`config.mk`:
```
export PLATFORM = sky130hd
export DESIGN_NAME = uart_word_tx_flat
export DESIGN_NICKNAME = d
export VERILOG_FILES = /design/src/rtl/ot_uart_pkg.sv /design/src/rtl/uart_word_tx_if.sv /design/src/rtl/uart_baud_tick.sv /design/src/rtl/uart_word_tx.sv /design/src/flat_wrapper.sv
export SDC_FILE = /design/constraint.sdc
export NUM_CORES = 1
export LEC_CHECK = 0
export CAP_MARGIN = 20
export CORE_MARGIN = 2
export CORE_UTILIZATION = 50
export DETAILED_ROUTE_END_ITERATION = 6
export DONT_BUFFER_PORTS = 1
export PLACE_DENSITY = 0.75
export SLEW_MARGIN = 5
export SYNTH_ARGS = -nofsm -noshare
export SYNTH_HDL_FRONTEND = slang
export SYNTH_SLANG_ARGS = --single-unit
```
`constraint.sdc`:
```
create_clock -name clk -period 4.44 [get_ports clk]
set_input_delay 0.888 -clock clk [delete_from_list [all_inputs] [get_ports clk]]
set_output_delay 0.888 -clock clk [all_outputs]
set_load 0.05 [all_outputs]
```
`src/rtl/ot_uart_pkg.sv`:
```
// Shared UART definitions: transmitter FSM state type, default bit timing
// and 8N1 frame constants.
package ot_uart_pkg;
  typedef enum logic [1:0] {
    IDLE  = 2'd0,
    START = 2'd1,
    DATA  = 2'd2,
    STOP  = 2'd3
  } tx_state_e;

  localparam int   CLKS_PER_BIT_DEF = 868;
  localparam logic START_BIT        = 1'b0;
  localparam logic STOP_BIT         = 1'b1;
  localparam int   DATA_BITS        = 8;
  localparam int   WORD_W           = 32;
endpackage

```
`src/rtl/uart_word_tx_if.sv`:
```
// Word handshake between a producer and the UART word transmitter.
interface uart_word_tx_if;
  logic [31:0] word_i;
  logic        word_valid_i;
  logic        word_ready_o;

  modport master (output word_i, output word_valid_i, input  word_ready_o);
  modport slave  (input  word_i, input  word_valid_i, output word_ready_o);
endinterface

```
`src/rtl/uart_baud_tick.sv`:
```
// Per-bit tick generator: down-counter that fires once every CLKS_PER_BIT
// cycles, restarted synchronously so a new bit gets a full period.
module uart_baud_tick
  import ot_uart_pkg::*;
#(
  parameter int CLKS_PER_BIT = CLKS_PER_BIT_DEF
) (
  input  logic clk,
  input  logic RsTx,
  input  logic restart,
  output logic tick
);
  localparam int            CW     = $clog2(CLKS_PER_BIT);
  localparam logic [CW-1:0] RELOAD = CW'(CLKS_PER_BIT - 1);

  logic [CW-1:0] cnt_q, cnt_d;

  always_comb begin
    tick  = (cnt_q == '0);
    cnt_d = cnt_q - CW'(1);
    if (restart || tick) cnt_d = RELOAD;
  end

  always_ff @(posedge clk or negedge RsTx) begin
    if (!RsTx) cnt_q <= '0;
    else       cnt_q <= cnt_d;
  end
endmodule

```
`src/rtl/uart_word_tx.sv`:
```
// Serializes one 32-bit word as BYTES_PER_WORD back-to-back 8N1 UART frames,
// least-significant byte first, with a one-cycle word_done_o pulse at the end.
module uart_word_tx
  import ot_uart_pkg::*;
#(
  parameter int CLKS_PER_BIT   = CLKS_PER_BIT_DEF,
  parameter int BYTES_PER_WORD = 4
) (
  input  logic           clk,
  input  logic           RsTx,
  uart_word_tx_if.slave  wif,
  output logic           tx_o,
  output logic           busy_o,
  output logic           word_done_o
);
  localparam int             BCW       = $clog2(BYTES_PER_WORD) + 1;
  localparam logic [BCW-1:0] LAST_BYTE = BCW'(BYTES_PER_WORD - 1);
  localparam int             BIT_W     = $clog2(DATA_BITS);
  localparam logic [BIT_W-1:0] LAST_BIT = BIT_W'(DATA_BITS - 1);

  tx_state_e         state_q, state_d;
  logic [WORD_W-1:0] shreg_q, shreg_d;
  logic [BIT_W-1:0]  bit_cnt_q, bit_cnt_d;
  logic [BCW-1:0]    byte_cnt_q, byte_cnt_d;
  logic              done_q, done_d;
  logic              tick;

  // Holding the timer in reload while idle gives the start bit a full period.
  uart_baud_tick #(.CLKS_PER_BIT(CLKS_PER_BIT)) u_baud (
    .clk     (clk),
    .RsTx    (RsTx),
    .restart (state_q == IDLE),
    .tick    (tick)
  );

  always_comb begin
    state_d    = state_q;
    shreg_d    = shreg_q;
    bit_cnt_d  = bit_cnt_q;
    byte_cnt_d = byte_cnt_q;
    done_d     = 1'b0;
    unique case (state_q)
      IDLE: if (wif.word_valid_i) begin
        shreg_d    = wif.word_i;
        bit_cnt_d  = '0;
        byte_cnt_d = '0;
        state_d    = START;
      end
      START: if (tick) state_d = DATA;
      DATA: if (tick) begin
        // Shifting right leaves the next byte in the low bits after 8 bits.
        shreg_d   = {1'b0, shreg_q[WORD_W-1:1]};
        bit_cnt_d = bit_cnt_q + BIT_W'(1);
        if (bit_cnt_q == LAST_BIT) state_d = STOP;
      end
      STOP: if (tick) begin
        if (byte_cnt_q == LAST_BYTE) begin
          state_d    = IDLE;
          byte_cnt_d = '0;
          done_d     = 1'b1;
        end else begin
          byte_cnt_d = byte_cnt_q + BCW'(1);
          state_d    = START;
        end
      end
      default: state_d = IDLE;
    endcase
  end

  always_ff @(posedge clk or negedge RsTx) begin
    if (!RsTx) begin
      state_q    <= IDLE;
      shreg_q    <= '0;
      bit_cnt_q  <= '0;
      byte_cnt_q <= '0;
      done_q     <= 1'b0;
    end else begin
      state_q    <= state_d;
      shreg_q    <= shreg_d;
      bit_cnt_q  <= bit_cnt_d;
      byte_cnt_q <= byte_cnt_d;
      done_q     <= done_d;
    end
  end

  always_comb begin
    tx_o = STOP_BIT;
    unique case (state_q)
      START:   tx_o = START_BIT;
      DATA:    tx_o = shreg_q[0];
      default: tx_o = STOP_BIT;
    endcase
  end

  assign wif.word_ready_o = (state_q == IDLE);
  assign busy_o           = (state_q != IDLE);
  assign word_done_o      = done_q;
endmodule
```
`src/flat_wrapper.sv`:
```
// flat-port wrapper written by rule: the top's interface ports become plain ports
module uart_word_tx_flat import ot_uart_pkg::*;
#(
  parameter int CLKS_PER_BIT   = CLKS_PER_BIT_DEF,
  parameter int BYTES_PER_WORD = 4
)
  (clk, RsTx, tx_o, busy_o, word_done_o, wif_word_i, wif_word_valid_i, wif_word_ready_o);
  uart_word_tx_if wif_i ();
  input  logic clk;
  input  logic RsTx;
  output logic tx_o;
  output logic busy_o;
  output logic word_done_o;
  input wire logic [$bits(wif_i.word_i)-1:0] wif_word_i;
  input wire logic [$bits(wif_i.word_valid_i)-1:0] wif_word_valid_i;
  output wire logic [$bits(wif_i.word_ready_o)-1:0] wif_word_ready_o;
  assign wif_i.word_i = wif_word_i;
  assign wif_i.word_valid_i = wif_word_valid_i;
  assign wif_word_ready_o = wif_i.word_ready_o;
  uart_word_tx #(.CLKS_PER_BIT(CLKS_PER_BIT), .BYTES_PER_WORD(BYTES_PER_WORD)) u_core (.clk(clk), .RsTx(RsTx), .wif(wif_i), .tx_o(tx_o), .busy_o(busy_o), .word_done_o(word_done_o));
endmodule
```
==> metrics, run 1 <==
status complete, no violations; RSZ-0062 raised after global routing no; required time at the endpoint of the critical path 3.55 ns; Via-to-Cell Ratio 5.48; post-synth design cell area 0.00276 sq mm; number of different library cells in the post-synthesis netlist 35; Setup violations, final 0; CP Launch Point u_core.state_q[0]; # clock sinks 51; clock tree from TritonCTS done; final antenna-violating net count 0; die boundary width 78.2 microns; number of cells in the finished layout apart from fillers 284; clock latency at the later pin of the worst-skew pair 0.31 ns; placement-stage cell area 0.00278 sq mm; area of the placeable core 0.00541 sq mm; effective utilization at floorplan 51.0%; Post-CTS Resized 0; Via Count 1557; final weighted congestion in routability-driven placement 0.818; fraction of registers with async set/reset 100%; Slew Limit Fails 0; clk slew on worst S/H paths 0.09 ns; net count reported at finish 254; Final period util 66.1%; summed negative setup slack over all endpoints 0 ns; Die Footprint 0.00612 sq mm; worst min-delay path class in -> async; syn_nets 255; post-synthesis average cell area 13.0 sq um; slew at the pin with the worst max-slew slack 0.991 ns; number of hold violations in the final report 0; detailed-routing iteration count for the pre-antenna-repair pass 4; area leader, netlist sky130_fd_sc_hd__dfrtp_1; DRC Markers 0; antenna violations before repair 0; maximum fanout along the worst path 8; floorplan row count 27; share of layout cells above drive strength 1 36.3%; share of the synthesized area in the top cell type 46.3%; Area Growth Syn to Fin 3.95%; worst-case clock skew 0.00663 ns; share of the yosys chip area belonging to registers 46.3%; P per Cell Area 764 mW/mm^2; FF+latch count, synth 51; H-tree depth 2; max cap viols 0; WS Path Type reg -> out; clock buffers created by TritonCTS 5; total placed cells including tap cells 276; number of enable flip-flop cells after synthesis 0; first-pass GRT wire length 7470 microns; GRT Resource Usage Total 15.6%; slack of the worst reg-to-reg path 1.56 ns; number of DRC violations after detailed-routing iteration 0 61; maximum clock frequency 0.341 GHz; reg-to-reg critical path startpoint u_core.u_baud.cnt_q[0]; slew margin rel. 33.5%; clock root buffer sky130_fd_sc_hd__clkbuf_8; top-count cell post-synth sky130_fd_sc_hd__dfrtp_1; worst vdd rail ir drop 0.454 mV; I/O Buffers 0; Congestion Overflow GR 0; via count of the first global-routing pass 1635; top-level port count 39; Final Routed Wirelength 4320 microns; Ys Warns 0; top post-synthesis cells by area sky130_fd_sc_hd__dfrtp_1 46%, sky130_fd_sc_hd__mux2_4 15%, sky130_fd_sc_hd__mux2_2 15%; Arr. time, crit path 2.05 ns; Inserted Diodes 0; total power 2190 uW; final std cell area, no fill 0.00286 sq mm; kind of capture point of the worst setup path output pin; hold buffer count at CTS 0; pin count of the biggest net entering global routing 52; synthesized instance count 212; crit path launch type register; Routed WL per cell 15.2 microns; leading cell types by count after synthesis 51 x sky130_fd_sc_hd__dfrtp_1, 37 x sky130_fd_sc_hd__mux2_2, 28 x sky130_fd_sc_hd__mux2_4; Post CTS Setup Buffer Count 0; worst-case clock buffer depth 2; vertical extent of the die 78.2 microns; post-detailed-placement half-perimeter wirelength 3010 microns; most frequently used flop master after synthesis sky130_fd_sc_hd__dfrtp_1; post-layout min period 2.94 ns; Leak Pwr 0.00123 uW
worst paths after layout:
path	endpoint	cells after the start
worst max-delay path	busy_o	3
worst min register to register	u_core.u_baud.cnt_q[0]	1
worst min-delay path	u_core.byte_cnt_q[0]	0
max in group asynchronous	u_core.u_baud.cnt_q[3]	0
worst max register to register	u_core.shreg_q[3]	7
min in group clk	u_core.u_baud.cnt_q[0]	1
metal layers:
metal,routed length (microns),track usage [%],vias up
met5,0,0,-
li1,-,-,755
met4,53,4.74,0
met2,2040,24.7,32
met1,1980,20.0,764
met3,243,5.98,6
report_power, final:
group	internal (uW)	switching, uW
sequential	678	129
combinational	638	475
clock	113	155
total	1430	759
logic make-up (layout without fill, tap and decap cells):
group | Yosys count | in the layout | synth area share (%)
adders and majority gates | 8 | 8 | 3.63
and+or+nand+nor | 48 | 48 | 9.04
xor gates and xnor gates | 5 | 5 | 1.59
buffers and inverters | 17 | 17 | 4.13
AOI/OAI and AO/OA | 16 | 16 | 4.18
muxes | 67 | 67 | 31.1
DFF | 51 | 51 | 46.3
flip-flops by register name, summed over array words and instances, names as in the netlist:
register and cells:
u_core.shreg_q 32, u_core.state_q 2, u_core.word_done_o 1, u_core.u_baud.cnt_q 10, u_core.bit_cnt_q 3, u_core.byte_cnt_q 3
placed cells by master (no fill, tap or decap), types with 2 or more instances in the layout:
cell,count
sky130_fd_sc_hd__dfrtp_1,51
sky130_fd_sc_hd__mux2_2,37
sky130_fd_sc_hd__mux2_4,28
sky130_fd_sc_hd__nand2_1,13
sky130_fd_sc_hd__nor2_1,10
sky130_fd_sc_hd__inv_1,7
sky130_fd_sc_hd__ha_1,7
sky130_fd_sc_hd__xnor2_1,5
sky130_fd_sc_hd__clkbuf_8,5
sky130_fd_sc_hd__nor4_1,4
sky130_fd_sc_hd__o21ai_0,4
sky130_fd_sc_hd__nor2b_1,4
sky130_fd_sc_hd__nand3_1,3
sky130_fd_sc_hd__nor3_1,3
sky130_fd_sc_hd__nand4_1,3
sky130_fd_sc_hd__or4_1,2
sky130_fd_sc_hd__a21oi_1,2
sky130_fd_sc_hd__o31ai_1,2
sky130_fd_sc_hd__mux2i_1,2
sky130_fd_sc_hd__buf_4,2
through the flow:
stage	worst slack, ns	util [%]	hold slack (ns)
2_1_floorplan	1.24	-	0.443
3_3_place_gp	1.62	51.3	0.458
3_5_place_dp	1.56	51.3	0.477
4_1_cts	1.51	53.0	0.250
5_1_grt	1.42	53.0	0.235
6_report	1.50	53.0	0.260
critical path, cell delays in order, from the launching register on:
cell	delay (ns)
sky130_fd_sc_hd__dfrtp_1	0.43
sky130_fd_sc_hd__inv_1	0.12
sky130_fd_sc_hd__ha_1	0.65
sky130_fd_sc_hd__inv_1	0.53
area by class of cell:
| class | instances | area (sq um) |
|---|---|---|
| fillers | 482 | 2540 |
| multi-input cells | 144 | 1370 |
| flip-flops and latches | 51 | 1280 |
| well taps | 72 | 90.1 |
| clock buffers | 6 | 72.6 |
| inverters | 7 | 26.3 |
| clock inverters | 2 | 16.3 |
| repair buffers | 2 | 15.0 |
Note: power is estimated with default switching activity, not from simulation.
==> inputs of run 2 (changes only) <==
--- a/config.mk
+++ b/config.mk
@@ -10,7 +10,7 @@
 export CORE_UTILIZATION = 50
 export DETAILED_ROUTE_END_ITERATION = 6
 export DONT_BUFFER_PORTS = 1
-export PLACE_DENSITY = 0.75
+export PLACE_DENSITY = 0.78
 export SLEW_MARGIN = 5
 export SYNTH_ARGS = -nofsm -noshare
 export SYNTH_HDL_FRONTEND = slang
==> constraint.sdc (replaced) <==
create_clock -name clk -period 2.4 [get_ports clk]
set_input_delay 0.48 -clock clk [delete_from_list [all_inputs] [get_ports clk]]
set_output_delay 0.48 -clock clk [all_outputs]
set_load 0.05 [all_outputs]
==> run 2 against run 1 <==
Critical path depth grew 5. Critical endpoint is now u_core.shreg_q[2]. Power grew 120%. Clock skew grew 0.0056 ns. Die area is the same. Design area grew 10%. Count of clock-buffer cells in the layout is the same. Register-to-register slack lost 1.5 ns. Utilization grew 5.4 points. Setup slack lost 1.5 ns.
==> metrics, run 2 (synthesis gave the netlist of run 1 again) <==
Largest delay share family, worst path simple AND/OR/NAND/NOR gates; pin count of the biggest net entering global routing 52 (unchanged); delay contributed by the slowest stage of the critical path 0.45 ns (-0.20 ns); Area Growth Syn to Fin 14.5%; clock latency at the later pin of the worst-skew pair 0.30 ns (about the same); detailed-routing iteration count for the pre-antenna-repair pass 4 (unchanged); clock buffers created by TritonCTS 5 (unchanged); registers with the most flip-flops u_core.shreg_q (32), u_core.u_baud.cnt_q (10); clk slew on worst S/H paths 0.10 ns (about the same); max cap viols 0 (unchanged); Congestion Overflow GR 0 (unchanged); vertical extent of the die 78.2 microns (unchanged); Routed WL per cell 16.9 microns (+11%); H-tree depth 2 (unchanged); WS Path Type reg -> reg; worst-case clock buffer depth 2 (unchanged); Filler Cells Inserted 432 (-10%); combined area of the multi-input logic cells 0.00140 sq mm (+2.0%); # clock sinks 51 (unchanged); slew margin rel. 70.7% (+37 points); Final Routed Wirelength 5090 microns (+18%); number of cells in the finished layout apart from fillers 301 (+6.0%); placement-stage cell area 0.00288 sq mm (+3.9%); slew at the pin with the worst max-slew slack 0.439 ns (-0.552 ns); Via-to-Cell Ratio 5.57 (+1.6%); register area 0.00128 sq mm (unchanged); area of the placeable core 0.00541 sq mm (unchanged); register containing the most flip-flops in the final layout u_core.shreg_q; worst min-delay path class in -> async; clock tree from TritonCTS done; kind of capture point of the worst setup path register; Slew Limit Fails 0 (unchanged); Arr. time, crit path 2.55 ns (+0.50 ns); I/O Buffers 0 (unchanged); Largest register FFs 32 (unchanged); worst-case clock skew 0.0122 ns (+0.00558 ns); clock root buffer sky130_fd_sc_hd__clkbuf_8; CP max stage cell sky130_fd_sc_hd__or4b_4; RSZ-0062 raised after global routing yes; final weighted congestion in routability-driven placement 0.780 (-4.7%); Worst Path Buf+Inv 3 (+1); Final period util 98.1%; P per Cell Area 1500 mW/mm^2 (+96%); floorplan row count 27 (unchanged); Setup violations, final 0 (unchanged); Leak Pwr 0.00137 uW (+11%); status complete, no violations; net count reported at finish 271 (+6.7%); Inserted Diodes 0 (unchanged); worst path cell trace inv_2 > ha_4 > or4b_4 > or3_4 > a21oi_4 > buf_12 > buf_12 > mux2_2; maximum fanout along the worst path 6 (-2); most common library cell in the layout ignoring fill and taps sky130_fd_sc_hd__dfrtp_1; Die Footprint 0.00612 sq mm (unchanged); DRC Markers 0 (unchanged); via count of the first global-routing pass 1678 (+2.6%); post-detailed-placement half-perimeter wirelength 3260 microns (+8.2%); number of DRC violations after detailed-routing iteration 0 85 (+39%); post-layout min period 2.35 ns; library cell appearing most often on the critical path sky130_fd_sc_hd__buf_12; first-pass GRT wire length 8030 microns (+7.5%); die boundary width 78.2 microns (unchanged); GRT Resource Usage Total 16.5% (+0.94 points); maximum clock frequency 0.425 GHz; share of layout cells above drive strength 1 42.8% (+6.5 points); final antenna-violating net count 0 (unchanged); number of hold violations in the final report 0 (unchanged); final std cell area, no fill 0.00315 sq mm (+10%); top-level port count 39 (unchanged); required time at the endpoint of the critical path 2.59 ns (-0.96 ns); most frequent cells in the layout 51 x sky130_fd_sc_hd__dfrtp_1, 34 x sky130_fd_sc_hd__mux2_2, 31 x sky130_fd_sc_hd__mux2_4; effective utilization at floorplan 51.0% (unchanged); worst vdd rail ir drop 0.787 mV (+73%); total placed cells including tap cells 285 (+3.3%); antenna violations before repair 0 (unchanged); crit path launch type register; Via Count 1676 (+7.6%)
==> run 2: routing by layer <==
| layer | part of all wire (%) | wire length, microns | global-route usage [%] | vias to the layer above |
|---|---|---|---|---|
| li1 | - | - | - | 790 |
| met1 | 44 | 2230 | 21.6 | 848 |
| met2 | 51 | 2600 | 27.2 | 34 |
| met3 | 4.2 | 213 | 5.17 | 4 |
| met4 | 0.94 | 48 | 3.68 | 0 |
| met5 | 0 | 0 | 0 | - |
==> run 2: final timing paths <==
kind                                        start                     end  slack [ns]  cells after the start
setup / recovery           u_core.u_baud.cnt_q[1]       u_core.shreg_q[2]        0.05                      8
hold reg to reg                u_core.shreg_q[27]      u_core.shreg_q[27]        0.51                      1
hold / removal                               RsTx      u_core.word_done_o       0.006                      1
max in group asynchronous                    RsTx  u_core.u_baud.cnt_q[7]        2.14                      1
setup reg to reg           u_core.u_baud.cnt_q[1]       u_core.shreg_q[2]        0.05                      8
min in group clk                 wif_word_valid_i    u_core.byte_cnt_q[0]        0.41                      2
==> run 2: per-stage QoR <==
stage	utilization [%]	setup slack, ns	total power (uW)	hold WS (ns)	TNS [ns]
6_report	58.4	0.0457	4720	0.00641	0
5_1_grt	58.4	-0.00813	5010	0.0184	-0.0436
4_1_cts	55.4	0.00934	4330	0.0200	0
3_5_place_dp	53.3	0.0134	3810	0.186	0
3_3_place_gp	53.3	0.0747	3720	0.186	0
2_1_floorplan	-	-0.0743	3440	0.184	-2.12
==> run 2: what timing repair did <==
item                                    in CTS  in global routing
hold buffers                                 1                  0
gates resized for setup                      0                 10
endpoints found under the hold margin       51                  0
setup buffers                                0                  3
endpoints found under the setup margin       0                 33
==> run 2: area by class of cell <==
class,instances,area share [%]
multi-input cells,144,44.2
flip-flops and latches,51,40.5
repair buffers,19,8.93
well taps,72,2.86
clock buffers,6,2.30
inverters,7,0.833
clock inverters,2,0.397
==> run 2: power breakdown <==
part	switching (uW)	internal, uW
Clock	284	205
Combinational	1070	1650
Sequential	251	1250
==> run 2: worst reg2reg max path: stages, from the launching register on <==
cell,delay [ns]
sky130_fd_sc_hd__dfrtp_1,0.41
sky130_fd_sc_hd__inv_2,0.08
sky130_fd_sc_hd__ha_4,0.12
sky130_fd_sc_hd__or4b_4,0.45
sky130_fd_sc_hd__or3_4,0.40
sky130_fd_sc_hd__a21oi_4,0.17
sky130_fd_sc_hd__buf_12,0.15
sky130_fd_sc_hd__buf_12,0.14
sky130_fd_sc_hd__mux2_2,0.33
==> inputs of run 3 (changes only) <==
--- a/config.mk
+++ b/config.mk
@@ -5,7 +5,6 @@
 export SDC_FILE = /design/constraint.sdc
 export NUM_CORES = 1
 export LEC_CHECK = 0
-export CAP_MARGIN = 20
 export CORE_MARGIN = 2
 export CORE_UTILIZATION = 50
 export DETAILED_ROUTE_END_ITERATION = 6
==> results of run 3 <==
No change in the layout: final DEF, timing and power equal those of run 2.
